### config.mk
export PLATFORM = sky130hd
export DESIGN_NAME = mantissa_align
export DESIGN_NICKNAME = d
export VERILOG_FILES = /design/src/rtl/fp_align_pkg.sv /design/src/rtl/align_shift_step.sv /design/src/rtl/mantissa_align.sv
export SDC_FILE = /design/constraint.sdc
export NUM_CORES = 1
export LEC_CHECK = 0
export BUFFER_PORTS_ARGS = -buffer_cell sky130_fd_sc_hd__buf_2
export CAP_MARGIN = 20
export CORE_ASPECT_RATIO = 1.1
export CORE_MARGIN = 2
export CORE_UTILIZATION = 52
export DETAILED_ROUTE_END_ITERATION = 12
export GPL_ROUTABILITY_DRIVEN = 0
export GPL_TIMING_DRIVEN = 0
export HOLD_SLACK_MARGIN = 0.03
export PLACE_DENSITY = 0.83
export SYNTH_ARGS = -nofsm -noshare
export SYNTH_HDL_FRONTEND = slang
export SYNTH_SLANG_ARGS = --single-unit
### constraint.sdc
create_clock -name clk -period 3 [get_ports clk]
set_input_delay 0.45 -clock clk [delete_from_list [all_inputs] [get_ports clk]]
set_output_delay 0.45 -clock clk [all_outputs]
set_load 0.01 [all_outputs]
### src/rtl/fp_align_pkg.sv
// rtl/fp_align_pkg.sv - shared widths and state encoding for the mantissa alignment stage
// Contents: EXP_W_DEF / MAN_W_DEF default widths, GRS_W guard/round/sticky width,
//           state_t FSM encoding {IDLE, SHIFT, DONE}.
package fp_align_pkg;

    localparam int EXP_W_DEF = 4;
    localparam int MAN_W_DEF = 8;
    localparam int GRS_W     = 3;

    typedef enum logic [1:0] {
        IDLE  = 2'd0,
        SHIFT = 2'd1,
        DONE  = 2'd2
    } state_t;

endpackage

### src/rtl/align_shift_step.sv
// rtl/align_shift_step.sv - one-bit right shift that folds the two lowest bits into sticky
// Ports: din  [W-1:0]  value {mantissa, G, R, S}
//        dout [W-1:0]  {0, din[W-1:2], din[1] | din[0]}
module align_shift_step #(
    parameter int W = 11
) (
    input  logic [W-1:0] din,
    output logic [W-1:0] dout
);

    // The bit leaving the R position merges into S so no shifted-out one is ever lost.
    assign dout = {1'b0, din[W-1:2], din[1] | din[0]};

endmodule

### src/rtl/mantissa_align.sv
// rtl/mantissa_align.sv - FP adder alignment stage: operand swap and iterative GRS right shift
// Optional feature macro: ALIGN_EARLY_OUT_EN (shift distances >= MAN_W+3 finish in one step).
// Ports: clk, rst_n (async, active-low)
//        in_valid / in_ready      operand handshake (ready only in IDLE)
//        x_man, y_man, x_exp, y_exp, x_lt_y, exp_diff   operands and exponent-difference results
//        out_valid / out_ready    result handshake (valid only in DONE)
//        big_man, small_man, res_exp, swapped           aligned result
module mantissa_align
    import fp_align_pkg::*;
#(
    parameter int EXP_W = EXP_W_DEF,
    parameter int MAN_W = MAN_W_DEF
) (
    input  logic                   clk,
    input  logic                   rst_n,
    input  logic                   in_valid,
    output logic                   in_ready,
    input  logic [MAN_W-1:0]       x_man,
    input  logic [MAN_W-1:0]       y_man,
    input  logic [EXP_W-1:0]       x_exp,
    input  logic [EXP_W-1:0]       y_exp,
    input  logic                   x_lt_y,
    input  logic [EXP_W-1:0]       exp_diff,
    output logic                   out_valid,
    input  logic                   out_ready,
    output logic [MAN_W-1:0]       big_man,
    output logic [MAN_W+GRS_W-1:0] small_man,
    output logic [EXP_W-1:0]       res_exp,
    output logic                   swapped
);

    localparam int SW = MAN_W + GRS_W;

`ifdef ALIGN_EARLY_OUT_EN
    localparam bit EARLY_OUT = 1'b1;
`else
    localparam bit EARLY_OUT = 1'b0;
`endif

    state_t            state, state_d;
    logic [EXP_W-1:0]  cnt;
    logic              accept;
    logic              diff_big;
    logic [EXP_W-1:0]  diff_cap;
    logic [MAN_W-1:0]  sel_small;
    logic [SW-1:0]     shifted;

    assign accept    = in_valid && in_ready;
    assign in_ready  = (state == IDLE);
    assign out_valid = (state == DONE);

    // Beyond SW shifts every bit has already collapsed into sticky, so the count saturates.
    // When diff_big is set, exp_diff >= SW, so SW is representable in EXP_W bits.
    assign diff_big  = (32'(exp_diff) >= 32'(SW));
    assign diff_cap  = diff_big ? EXP_W'(SW) : exp_diff;
    assign sel_small = x_lt_y ? x_man : y_man;

    align_shift_step #(.W(SW)) u_step (
        .din  (small_man),
        .dout (shifted)
    );

    always_comb begin
        state_d = state;
        case (state)
            IDLE: begin
                if (accept) begin
                    if (diff_cap == '0 || (EARLY_OUT && diff_big))
                        state_d = DONE;
                    else
                        state_d = SHIFT;
                end
            end
            SHIFT: begin
                // Leave on the edge where cnt goes 1 -> 0.
                if (cnt == EXP_W'(1))
                    state_d = DONE;
            end
            DONE: begin
                if (out_ready)
                    state_d = IDLE;
            end
            default: state_d = IDLE;
        endcase
    end

    always_ff @(posedge clk or negedge rst_n) begin
        if (!rst_n) begin
            state     <= IDLE;
            cnt       <= '0;
            big_man   <= '0;
            small_man <= '0;
            res_exp   <= '0;
            swapped   <= 1'b0;
        end else begin
            state <= state_d;
            case (state)
                IDLE: begin
                    if (accept) begin
                        big_man <= x_lt_y ? y_man : x_man;
                        res_exp <= x_lt_y ? y_exp : x_exp;
                        swapped <= x_lt_y;
                        if (EARLY_OUT && diff_big) begin
                            small_man <= {{(SW-1){1'b0}}, |sel_small};
                            cnt       <= '0;
                        end else begin
                            small_man <= {sel_small, {GRS_W{1'b0}}};
                            cnt       <= diff_cap;
                        end
                    end
                end
                SHIFT: begin
                    small_man <= shifted;
                    cnt       <= cnt - EXP_W'(1);
                end
                default: ;
            endcase
        end
    end

endmodule

[Word-level counts from Yosys, hierarchy flattened]
Index checks and enable logic that the tools add are counted.
Cells by class
  add/subtract/negate cells: 1
  $mul: 0
  div/mod/pow operators: 0
  $lt $le $gt $ge: 1
  eq/ne operators: 6
  shift-type cells: 0
  muxes and demuxes: 13
  bitwise gates (word level): 1
  reduce and logical (&&, ||, !) cells: 7
Operator list (count)
  one-hot mux 11 bit (2 select lines): 1
  2-to-1 mux 8 bit: 2
  2-to-1 mux 4 bit: 3
  2-to-1 mux 11 bit: 1
  2-to-1 mux 2 bit: 4
  one-hot mux 4 bit (2 select lines): 1
  one-hot mux 2 bit (3 select lines): 1
  == test 4 x 1 -> 1 bit (second input constant): 1
  >= comparator 4 bit (second input constant): 1
  logical NOT 4 bit: 1
  inequality test 2 x 1 -> 1 bit (second input constant): 2
  AND reduction 2 bit: 2
  subtractor 4 x 1 -> 4 bit (second input constant): 1
  AND reduction 3 bit: 1
  == test 2 x 1 -> 1 bit (second input constant): 1
  == test 2 bit (second input constant): 1
  logical NOT 2 bit: 1
  inequality test 2 bit (second input constant): 1
  nonzero test 2 bit: 1
  logical AND 1 bit: 1
  OR 1 bit: 1
Storage, ports and cells
  register bits: 30
  bits in latches: 0
  bits in writable memories: 0
  bits in read-only memories: 0
  input bits: 33
  output and inout bits: 26
  word-level logic and storage cells: 35
  memories kept: 0

[Longest topological paths before layout]
Gate-level depths: netlist of run 1.
  word-level depth: 6
  gate-level depth with buffers: 6
  mapped depth without buffers: 5

[By module]
Synthesis of run 1 repeated with hierarchy kept, for this count alone.
Unflattened totals
  cell total of the unflattened synthesis: 153
  area total of the unflattened synthesis: 1611.5 um2
Modules (own cells, without submodules)
  mantissa_align: instances 1, cells each 141, area each 1526.5 um2, seq. area each 750.7 um2
  align_shift_step: instances 1, cells each 12, area each 85.1 um2, seq. area each 0.0 um2

[Least setup slack after synthesis of run 1]
No wires, ideal clock.
  path type: in2reg
  start: in x_lt_y
  end: reg small_man[4]
  library setup time: 0.126 ns
  arrival: 1.323 ns
  required time: 2.874 ns
  setup slack: 1.551 ns
  cell stages on the path: 5
  path buffers: 2
  path through: clkbuf_1 -> buf_2 -> mux2i_1 -> nor2_1 -> a221o_1
On the way
  word-level cells in the longest chain between the ends: 3
RTL lines
  start: declaration: RTL line mantissa_align.sv:22  | input logic x_lt_y,
  2-to-1 mux 8 bit: RTL line mantissa_align.sv:56  | assign sel_small = x_lt_y ? x_man : y_man;
  2-to-1 mux 11 bit: RTL line mantissa_align.sv:99  | if (accept) begin
  one-hot mux 11 bit (2 select lines): RTL line mantissa_align.sv:97  | case (state)
  end signal: assignment: RTL line mantissa_align.sv:104  | small_man <= {{(SW-1){1'b0}}, |sel_small};
  end signal: assignment: RTL line mantissa_align.sv:107  | small_man <= {sel_small, {GRS_W{1'b0}}};
  end signal: assignment: RTL line mantissa_align.sv:113  | small_man <= shifted;
  end: declaration: RTL line mantissa_align.sv:27  | output logic [MAN_W+GRS_W-1:0] small_man,
No other way between the ends. The select of a mux whose other input is x is not followed.
A chain may end at the register's enable or synchronous reset.

[Worst setup path after layout of run 1]
  start: reg state[0]
  end: out out_valid
On the way
  word-level cells in the longest chain between the ends: 1
RTL lines
  start: declaration: RTL line mantissa_align.sv:40  | state_t state, state_d;
  start signal: assignment: RTL line mantissa_align.sv:96  | state <= state_d;
  == test 2 bit: RTL line mantissa_align.sv:50  | assign out_valid = (state == DONE);
  end: declaration: RTL line mantissa_align.sv:24  | output logic out_valid,
No other way between the ends.

==> results.md, run 1 <==
- Outcome: complete, no violations
- Clock Skews: 0.0106 ns
- Highest fanout seen on the critical path: 10
- Final core occ: between 60% and 70%
- Count of buffers inserted at the top-level ports: 57
- Setup CP Type: reg2out
- Pre-CTS setup slack: about 1.3 ns
- Share of layout cells above drive strength 1: 35.6%
- Part of the cycle the worst path needs: a little under three fifths
- GR Util All Layers: between 20% and 30%
- Layout fillers: roughly 230
- R2R Setup Slk: roughly 1.4 ns
- Worst-path cell with the longest stage delay: sky130_fd_sc_hd__dfrtp_1
- CP startpoint kind: flop
- Maximum ir drop on the vdd rail: between 0.5 and 0.6 mV
- Buffer type at the clock tree root: sky130_fd_sc_hd__clkbuf_4
- Estimated wirelength of the detail-placed design: between 2 and 3 mm
- Initial antenna violation count: 0
- Clock sink count: 30
- Final critical-path required period: roughly 1.7 ns
- GRT overflow: 0
- Max Root-Sink Buffers: 2
- Worst flop-to-flop path endpoint: cnt[2]
- TritonCTS clock tree: built
- Final max-slew violation count: 0
- Data required time of the critical path: ~2.6 ns
- Fmax: slightly below 600 MHz
- Number of buffers inserted by post-CTS setup repair: 0
- Power per cell area: ~860 nW/um2
- Met1 layer usage reported by global route: between 20% and 30%
- Final hold viol count: 0
- Area enclosed by the die boundary: 3390 um2
- Die Y-Extent: 60.8 um
- Maximum capacitance violations: 0
- DRT iter0 DRCs: 24
- CP Capture Type: output pin
- Share of synthesized area occupied by flip-flops and latches: roughly 50%
- P&R area growth vs syn: 24.3%
- CP dominant cell by count: sky130_fd_sc_hd__buf_2
- Instance count of the mapped netlist: 144
- Via count of the first global-routing pass: around 1,400
- Total of endpoints with negative setup slack in the final report: 0
- Skew-Pair Late Insertion Delay: about 0.34 ns
- Worst max-slew margin expressed relative to the limit: 55.4%
- Routed Wire Length: around 3.7 mm
- DRT Pass-1 Iters: 4
- Transition time at the pin with the least slew margin: roughly 0.67 ns
- Synthesized cell area: 1530 um2
- Total number of placement rows: 20
- Maximum level of the CTS H-tree: 2
- Crit path cell chain: buf_2 -> nor2b_1 -> buf_2
- Average cell area after synthesis: between 10 and 15 um2
- Busiest layer in global routing: met2
- Remaining design rule violation count: 0
- R2R Path Start: state[0]
- Met2 track demand over resource: around 43%
- Via density per instance: between 5 and 6
- Area inside the core boundary: 2780 um2
- Path type of the worst min-delay path: in2async
- Setup repair after global routing missed its margin: no
- Syn_nets: approximately 180
- Setup TNS: 0 ns
- CP peak stage delay: about 0.4 ns
- DR vias: between 1,000 and 1,500
- Clock buffer count from CTS: 5
- Met3 routing resource usage after global routing: approximately 5.8%
- Post-cts hold buffer count: 0
- CTS resizes: 0
- Final setup slack of the worst path: between 1 and 1.5 ns
- Wire length per cell after detailed routing: between 15 and 20 um
- Synth unique cells: 29
- Count of yosys warnings during synthesis: 0
- Nets@finish: 243
- Maximum number of pins on one net before global-route repair: 31
- Die width: between 50 and 60 um
- Data arrival time at the worst-slack endpoint: ~1.3 ns
- Wire length of the first global-routing pass: approximately 6.1 mm
- Clock-pin slew on the worst setup and hold paths: around 0.09 ns
- Depth of the worst register-to-register path: 4
- Initial standard-cell utilization of the core: around 55%
- Top-level port count: approximately 60
- Number of register bits inferred by synthesis: 30
- Static power due to leakage: around 1 nW
- Antenna viol nets, final: 0
- Summed area of non-filler cells in the final layout: between 1500 and 2000 um2
- Area after DPL: around 1900 um2
- Antenna diode instance count: 0
per-stage QoR:
| stage | power, mW | instances | hold slack (ns) |
|---|---|---|---|
| final | 1.64 | 241 | 0.142 |
| after global routing | 1.76 | 241 | 0.181 |
| after CTS | 1.65 | 241 | 0.157 |
| after detailed placement | 1.43 | 234 | 0.470 |
| after global placement | 1.39 | 234 | 0.461 |
| after floorplan | 1.14 | 144 | 0.154 |
worst max path at each step:
stage          cells past startpoint           end  startpoint
2_1_floorplan                      5  small_man[4]      x_lt_y
3_3_place_gp                       5        cnt[2]    in_valid
3_5_place_dp                       5        cnt[2]    in_valid
4_1_cts                            3     out_valid    state[0]
5_1_grt                            3      in_ready    state[0]
6_report                           3     out_valid    state[0]
cells in the final DEF, fill, tap and decap left out:
cell,netlist,final
sky130_fd_sc_hd__a21oi_1,6,6
sky130_fd_sc_hd__clkbuf_1,2,4
sky130_fd_sc_hd__o21ai_0,8,8
sky130_fd_sc_hd__inv_1,6,6
sky130_fd_sc_hd__a221oi_1,1,1
sky130_fd_sc_hd__ha_1,2,2
sky130_fd_sc_hd__o22a_1,1,1
sky130_fd_sc_hd__mux2i_1,20,20
sky130_fd_sc_hd__or3_1,1,1
sky130_fd_sc_hd__o21bai_1,1,1
sky130_fd_sc_hd__nor2b_1,4,4
sky130_fd_sc_hd__a22o_1,2,2
sky130_fd_sc_hd__nand2_1,16,16
sky130_fd_sc_hd__buf_2,5,62
sky130_fd_sc_hd__a32oi_1,2,2
sky130_fd_sc_hd__clkbuf_4,0,5
sky130_fd_sc_hd__a21bo_2,1,1
sky130_fd_sc_hd__nand2b_1,2,2
sky130_fd_sc_hd__o2bb2a_1,1,1
sky130_fd_sc_hd__a221o_1,7,7
sky130_fd_sc_hd__or3b_1,1,1
sky130_fd_sc_hd__mux2_2,1,1
sky130_fd_sc_hd__buf_6,4,4
sky130_fd_sc_hd__dfrtp_1,30,30
sky130_fd_sc_hd__a32o_1,1,1
sky130_fd_sc_hd__nor2_1,10,10
sky130_fd_sc_hd__o2bb2ai_1,1,1
sky130_fd_sc_hd__nor3b_2,1,1
sky130_fd_sc_hd__or4_1,1,1
sky130_fd_sc_hd__o21ai_1,6,6
state kept, by name, indices dropped and copies added (netlist names):
signal / cells
state: 2
cnt: 4
small_man: 11
res_exp: 4
swapped: 1
big_man: 8
cell families (layout without fill, tap and decap cells):
group	count (synthesis)	in the layout	synth area share, %
flops	30	30	49.2
mux	21	21	13.9
fa+ha+maj	2	2	1.64
buf+inv	17	81	6.56
compound gates	38	38	17.6
simple gates	36	36	11.1
worst max-delay path, delay by kind of cell, from the launching register on:
kind,cells,cell delay [ns]
simple gates,1,0.17
flops,1,0.40
buf+inv,2,0.34
cells in the mapped netlist:
cell | n | area [um2]
sky130_fd_sc_hd__o22a_1 | 1 | 8.76
sky130_fd_sc_hd__nand2_1 | 16 | 60.1
sky130_fd_sc_hd__or4_1 | 1 | 7.51
sky130_fd_sc_hd__dfrtp_1 | 30 | 751
sky130_fd_sc_hd__a21oi_1 | 6 | 30.0
sky130_fd_sc_hd__o21ai_0 | 8 | 40.0
sky130_fd_sc_hd__a221o_1 | 7 | 70.1
sky130_fd_sc_hd__or3b_1 | 1 | 8.76
sky130_fd_sc_hd__buf_6 | 4 | 45.0
sky130_fd_sc_hd__o2bb2a_1 | 1 | 10.0
sky130_fd_sc_hd__o2bb2ai_1 | 1 | 8.76
sky130_fd_sc_hd__a32o_1 | 1 | 10.0
sky130_fd_sc_hd__nor3b_2 | 1 | 12.5
sky130_fd_sc_hd__a22o_1 | 2 | 17.5
sky130_fd_sc_hd__inv_1 | 6 | 22.5
sky130_fd_sc_hd__ha_1 | 2 | 25.0
sky130_fd_sc_hd__a221oi_1 | 1 | 8.76
sky130_fd_sc_hd__nand2b_1 | 2 | 12.5
sky130_fd_sc_hd__o21bai_1 | 1 | 7.51
sky130_fd_sc_hd__a32oi_1 | 2 | 17.5
sky130_fd_sc_hd__mux2_2 | 1 | 11.3
sky130_fd_sc_hd__nor2_1 | 10 | 37.5
sky130_fd_sc_hd__clkbuf_1 | 2 | 7.51
sky130_fd_sc_hd__buf_2 | 5 | 25.0
sky130_fd_sc_hd__mux2i_1 | 20 | 200
sky130_fd_sc_hd__o21ai_1 | 6 | 30.0
sky130_fd_sc_hd__a21bo_2 | 1 | 10.0
sky130_fd_sc_hd__nor2b_1 | 4 | 25.0
sky130_fd_sc_hd__or3_1 | 1 | 6.26
report_power, final:
part           switching (mW)  total, mW  internal, mW  leakage [nW]
clock                   0.133      0.221        0.0882        0.0254
sequential              0.116      0.696         0.580         0.373
combinational           0.388      0.720         0.332         0.611
total                   0.637       1.64          1.00          1.01
layer usage:
metal  vias up  share of wire [%]
li1        640                  -
met1       644                 41
met2        55                 50
met3         9                6.9
met4         0                2.1
met5         -                  0
cell type report:
cell class / instances / area (um2) / share of cell area [%]
tap: 33 / 41.3 / 2.18
timing repair buffer: 57 / 285 / 15.0
multi-input combinational: 97 / 676 / 35.6
sequential: 30 / 751 / 39.6
clock buffer: 7 / 45.0 / 2.37
inverter: 6 / 22.5 / 1.19
buffer: 11 / 77.6 / 4.09
No activity file was read; power rests on OpenSTA's default activity.
==> run 2, diff against run 1 <==
--- a/config.mk
+++ b/config.mk
@@ -5,16 +5,17 @@
 export SDC_FILE = /design/constraint.sdc
 export NUM_CORES = 1
 export LEC_CHECK = 0
+export ABC_AREA = 1
 export BUFFER_PORTS_ARGS = -buffer_cell sky130_fd_sc_hd__buf_2
 export CAP_MARGIN = 20
 export CORE_ASPECT_RATIO = 1.1
 export CORE_MARGIN = 2
-export CORE_UTILIZATION = 52
+export CORE_UTILIZATION = 44
 export DETAILED_ROUTE_END_ITERATION = 12
 export GPL_ROUTABILITY_DRIVEN = 0
 export GPL_TIMING_DRIVEN = 0
 export HOLD_SLACK_MARGIN = 0.03
-export PLACE_DENSITY = 0.83
+export PLACE_DENSITY = 0.74
 export SYNTH_ARGS = -nofsm -noshare
 export SYNTH_HDL_FRONTEND = slang
 export SYNTH_SLANG_ARGS = --single-unit
==> constraint.sdc (replaced) <==
create_clock -name clk -period 1.5 [get_ports clk]
set_input_delay 0.225 -clock clk [delete_from_list [all_inputs] [get_ports clk]]
set_output_delay 0.225 -clock clk [all_outputs]
set_load 0.01 [all_outputs]
==> run 2 against run 1 <==
Compared with the run above:
- non-clock buffer count did not move
- sequential cell count did not move
- synthesized area rose by 8.9%
- total power rose by 140%
- critical path type unchanged
- wire length rose by 8.4%
- largest cell class is now multi-input gates
- utilization fell by 10 points
- sequential share of layout area fell by 3.8 points
- combinational power rose to 2.6 times the previous value
- clock power rose to 2.7 times the previous value
- first-iteration DRC count rose to 3.0 times the previous value
- cell count rose by 37%
==> results.md, run 2 <==
- Outcome: complete, no violations
- Part of the cycle the worst path needs: between 80 and 90%
- Clock-pin slew on the worst setup and hold paths: 0.06 ns (-0.03 ns)
- Clock sink count: 30 (unchanged)
- Post-synthesis cell type with the largest combined area: sky130_fd_sc_hd__dfrtp_1
- CP startpoint kind: flop
- Share of synthesized area occupied by flip-flops and latches: 45.2% (-4.0 points)
- Clk pwr share: 15.1% (+1.6 points)
- Syn_nets: 250 (+40%)
- Total number of placement rows: 23 (+15%)
- Worst-path cell with the longest stage delay: sky130_fd_sc_hd__dfrtp_1
- EDFF count, synth: 0 (unchanged)
- Share of synthesized registers carrying an async set or reset: 100% (unchanged)
- Layout fillers: 360 (+54%)
- Number of register bits inferred by synthesis: 30 (unchanged)
- Setup CP Type: reg2out
- Count of cell instances traversed by the critical path: 3 (unchanged)
- Design internal power: 2.27 mW (+130%)
- Top Family by Delay on Critical Path: flip-flops
- Antenna viol nets, final: 0 (unchanged)
- Sequential share of power: 37.0% (-5.5 points)
- Via density per instance: 4.76 (-15%)
- Maximum ir drop on the vdd rail: 0.836 mV (+58%)
- Area enclosed by the die boundary: 4280 um2 (+27%)
- GR Util All Layers: 20.8% (-3.0 points)
- Fmax: just under 800 MHz
- Wire length per cell after detailed routing: 12.0 um (-21%)
- Number of buffers inserted by post-CTS setup repair: 0 (unchanged)
- Top reg by flops: small_man
- Top-level port count: 59 (unchanged)
- TritonCTS clock tree: built
- Post-cts hold buffer count: 1 (+1)
- R2R Path Start: state[1]
- Remaining design rule violation count: 0 (unchanged)
- Synthesized cell area: 1660 um2 (+8.9%)
- Max FFs per register: 11 (unchanged)
- Predominant post-synthesis flop cell: sky130_fd_sc_hd__dfrtp_1
- Die Y-Extent: 68.5 um (+13%)
- Clock Skews: 0.00393 ns (-0.00665 ns)
- End point of the worst hold path: state[1]
- DRT iter0 DRCs: 73 (+200%)
- Final max-slew violation count: 0 (unchanged)
- Setup repair after global routing missed its margin: no
- Maximum level of the CTS H-tree: 2 (unchanged)
- Comb pwr share: 47.9% (+3.9 points)
- Instance count of the mapped netlist: 215 (+49%)
- Top-area cell type share of the netlist area: 45.2% (-4.0 points)
- Number of buffer and inverter instances along the worst setup path: 2 (unchanged)
- Nets@finish: 316 (+30%)
- Depth of the worst register-to-register path: 4 (unchanged)
- Final critical-path required period: around 1.3 ns
- P&R area growth vs syn: 26.4%
- Registers with the most flip-flops: small_man: 11 flops, big_man: 8 flops
- Area after DPL: 2010 um2 (+8.7%)
- Die width: 62.6 um (+12%)
- Average cell area after synthesis: 7.73 um2 (-27%)
- Largest cells by area after synthesis: sky130_fd_sc_hd__dfrtp_1, sky130_fd_sc_hd__nand2_1, sky130_fd_sc_hd__o31ai_2
- CP peak stage delay: 0.41 ns (about the same)
- Commonest cells after routing, fill and taps aside: sky130_fd_sc_hd__nand2_1, sky130_fd_sc_hd__buf_2, sky130_fd_sc_hd__dfrtp_1
- Initial standard-cell utilization of the core: 45.8% (-9.1 points)
- Transition time at the pin with the least slew margin: 0.657 ns (-0.0115 ns)
- Skew-Pair Late Insertion Delay: 0.28 ns (-0.06 ns)
- Share of layout cells above drive strength 1: 31.3% (-4.3 points)
- Launch point of the worst hold path: out_ready
- Static power due to leakage: 1.19 nW (+18%)
- Wire length of the first global-routing pass: 6.75 mm (+10%)
- Path type of the worst min-delay path: in2reg
- Clock buffer count from CTS: 5 (unchanged)
- Summed area of non-filler cells in the final layout: 2100 um2 (+11%)
- Total Power Consumption: 3.90 mW (+140%)
- Initial antenna violation count: 0 (unchanged)
- Power per cell area: 1850 nW/um2 (+120%)
- Via count of the first global-routing pass: 1,471 (+6.7%)
- Final hold viol count: 0 (unchanged)
- Multi-input logic area: 778 um2 (+15%)
- Crit path cell chain: inv_1 -> nor2_1 -> buf_2
- GRT overflow: 0 (unchanged)
- Highest fanout seen on the critical path: 3 (-7)
- Maximum capacitance violations: 0 (unchanged)
- Maximum number of pins on one net before global-route repair: 31 (unchanged)
- DR vias: 1,574 (+17%)
- CP Capture Type: output pin
- Buffer type at the clock tree root: sky130_fd_sc_hd__clkbuf_8
- Total area of sequential cells: 751 um2 (unchanged)
- Total of endpoints with negative setup slack in the final report: 0 (unchanged)
- Routed Wire Length: 3.96 mm (+8.4%)
- Estimated wirelength of the detail-placed design: 2.99 mm (+9.5%)
- Setup TNS: 0 ns (unchanged)
- Worst max-slew margin expressed relative to the limit: 56.2% (+0.77 points)
- Area inside the core boundary: 3630 um2 (+31%)
- Count of buffers inserted at the top-level ports: 58 (+1.8%)
- Cell depth of the worst min-delay path: 4
- Data required time of the critical path: 1.27 ns (-1.28 ns)
- Max Root-Sink Buffers: 2 (unchanged)
- Proportion of total power due to net switching: 41.8% (+2.9 points)
- Antenna diode instance count: 0 (unchanged)
- Count of yosys warnings during synthesis: 0 (unchanged)
- R2R Setup Slk: 0.29 ns (-1.15 ns)
- Synth unique cells: 19 (-34%)
- Most common cell after layout, fill and taps aside: sky130_fd_sc_hd__nand2_1
- CTS resizes: 0 (unchanged)
- Data arrival time at the worst-slack endpoint: 1.03 ns (-0.22 ns)
- Most frequent cells after synthesis: sky130_fd_sc_hd__nand2_1, sky130_fd_sc_hd__dfrtp_1, sky130_fd_sc_hd__nor2_1
- DRT Pass-1 Iters: 4 (unchanged)
- Switching Power: 1.63 mW (+160%)
- Library cell with the highest instance count after synthesis: sky130_fd_sc_hd__nand2_1
- Worst flop-to-flop path endpoint: cnt[1]
run 2: cell types whose count changed in the layout (fill, tap and decap cells not counted), sizes merged, moves of 4 or more:
| cell | previous run | this run |
|---|---|---|
| o21ai | 14 | 20 |
| a21oi | 6 | 1 |
| nor2 | 10 | 31 |
| o31ai | 0 | 12 |
| mux2i | 20 | 0 |
| a221o | 7 | 0 |
| inv | 6 | 19 |
| nand2 | 16 | 79 |
| nor2b | 4 | 0 |
| nand3 | 0 | 9 |
run 2: routing by layer:
layer  vias to the layer above  global-route usage, %  routed length, um
met5                         -                      0                  0
met4                         0                   6.39                 39
met3                         5                   7.40                270
met2                        42                   34.5               1820
met1                       717                   25.8               1840
li1                        810                      -                  -
run 2: logic make-up (layout without fill, tap and decap cells):
group,count (synthesis),after routing,share of synthesized area (%)
compound gates,34,34,16.0
fa+ha+maj,2,2,1.51
buf+inv,28,94,7.98
flops,30,30,45.2
simple gates,121,121,29.4
run 2: layout make-up:
cell class / count / area share (%)
clock buffer: 7 / 3.63
buffer: 9 / 2.92
sequential: 30 / 35.7
inverter: 19 / 3.39
timing repair buffer: 59 / 14.3
tap: 50 / 2.98
multi-input combinational: 157 / 37.0
run 2: how the worst max path moves through the flow:
stage / slack [ns] / startpoint / end
after floorplan: 0.33 / state[1] / big_man[5]
after global placement: 0.30 / state[1] / cnt[1]
after detailed placement: 0.27 / x_lt_y / big_man[7]
after CTS: 0.23 / state[1] / out_valid
after global routing: 0.13 / state[1] / small_man[5]
final: 0.24 / state[1] / out_valid
run 2: worst reg2reg max path, delay by kind of cell (launching register included):
kind | cells | cell delay (ns)
buffers and inverters | 1 | 0.10
DFF | 1 | 0.42
and+or+nand+nor | 3 | 0.62
run 2: power by group through the flow:
stage               clock network, mW  registers, mW  logic [mW]
finish                          0.590           1.44        1.87
floorplan                           0           1.57        1.09
global route                    0.653           1.49        2.12
CTS                             0.601           1.44        1.90
global placement                    0           1.45        1.84
detailed placement                  0           1.45        1.89
run 2: metrics by stage:
stage / hold WS (ns) / std cells / setup WS (ns) / util (%)
final: 0.187 / 331 / 0.240 / 57.9
after global routing: 0.223 / 331 / 0.126 / 57.9
after CTS: 0.187 / 331 / 0.227 / 57.9
after detailed placement: 0.301 / 323 / 0.270 / 55.6
after global placement: 0.301 / 323 / 0.301 / 55.6
after floorplan: -0.0706 / 215 / 0.332 / -
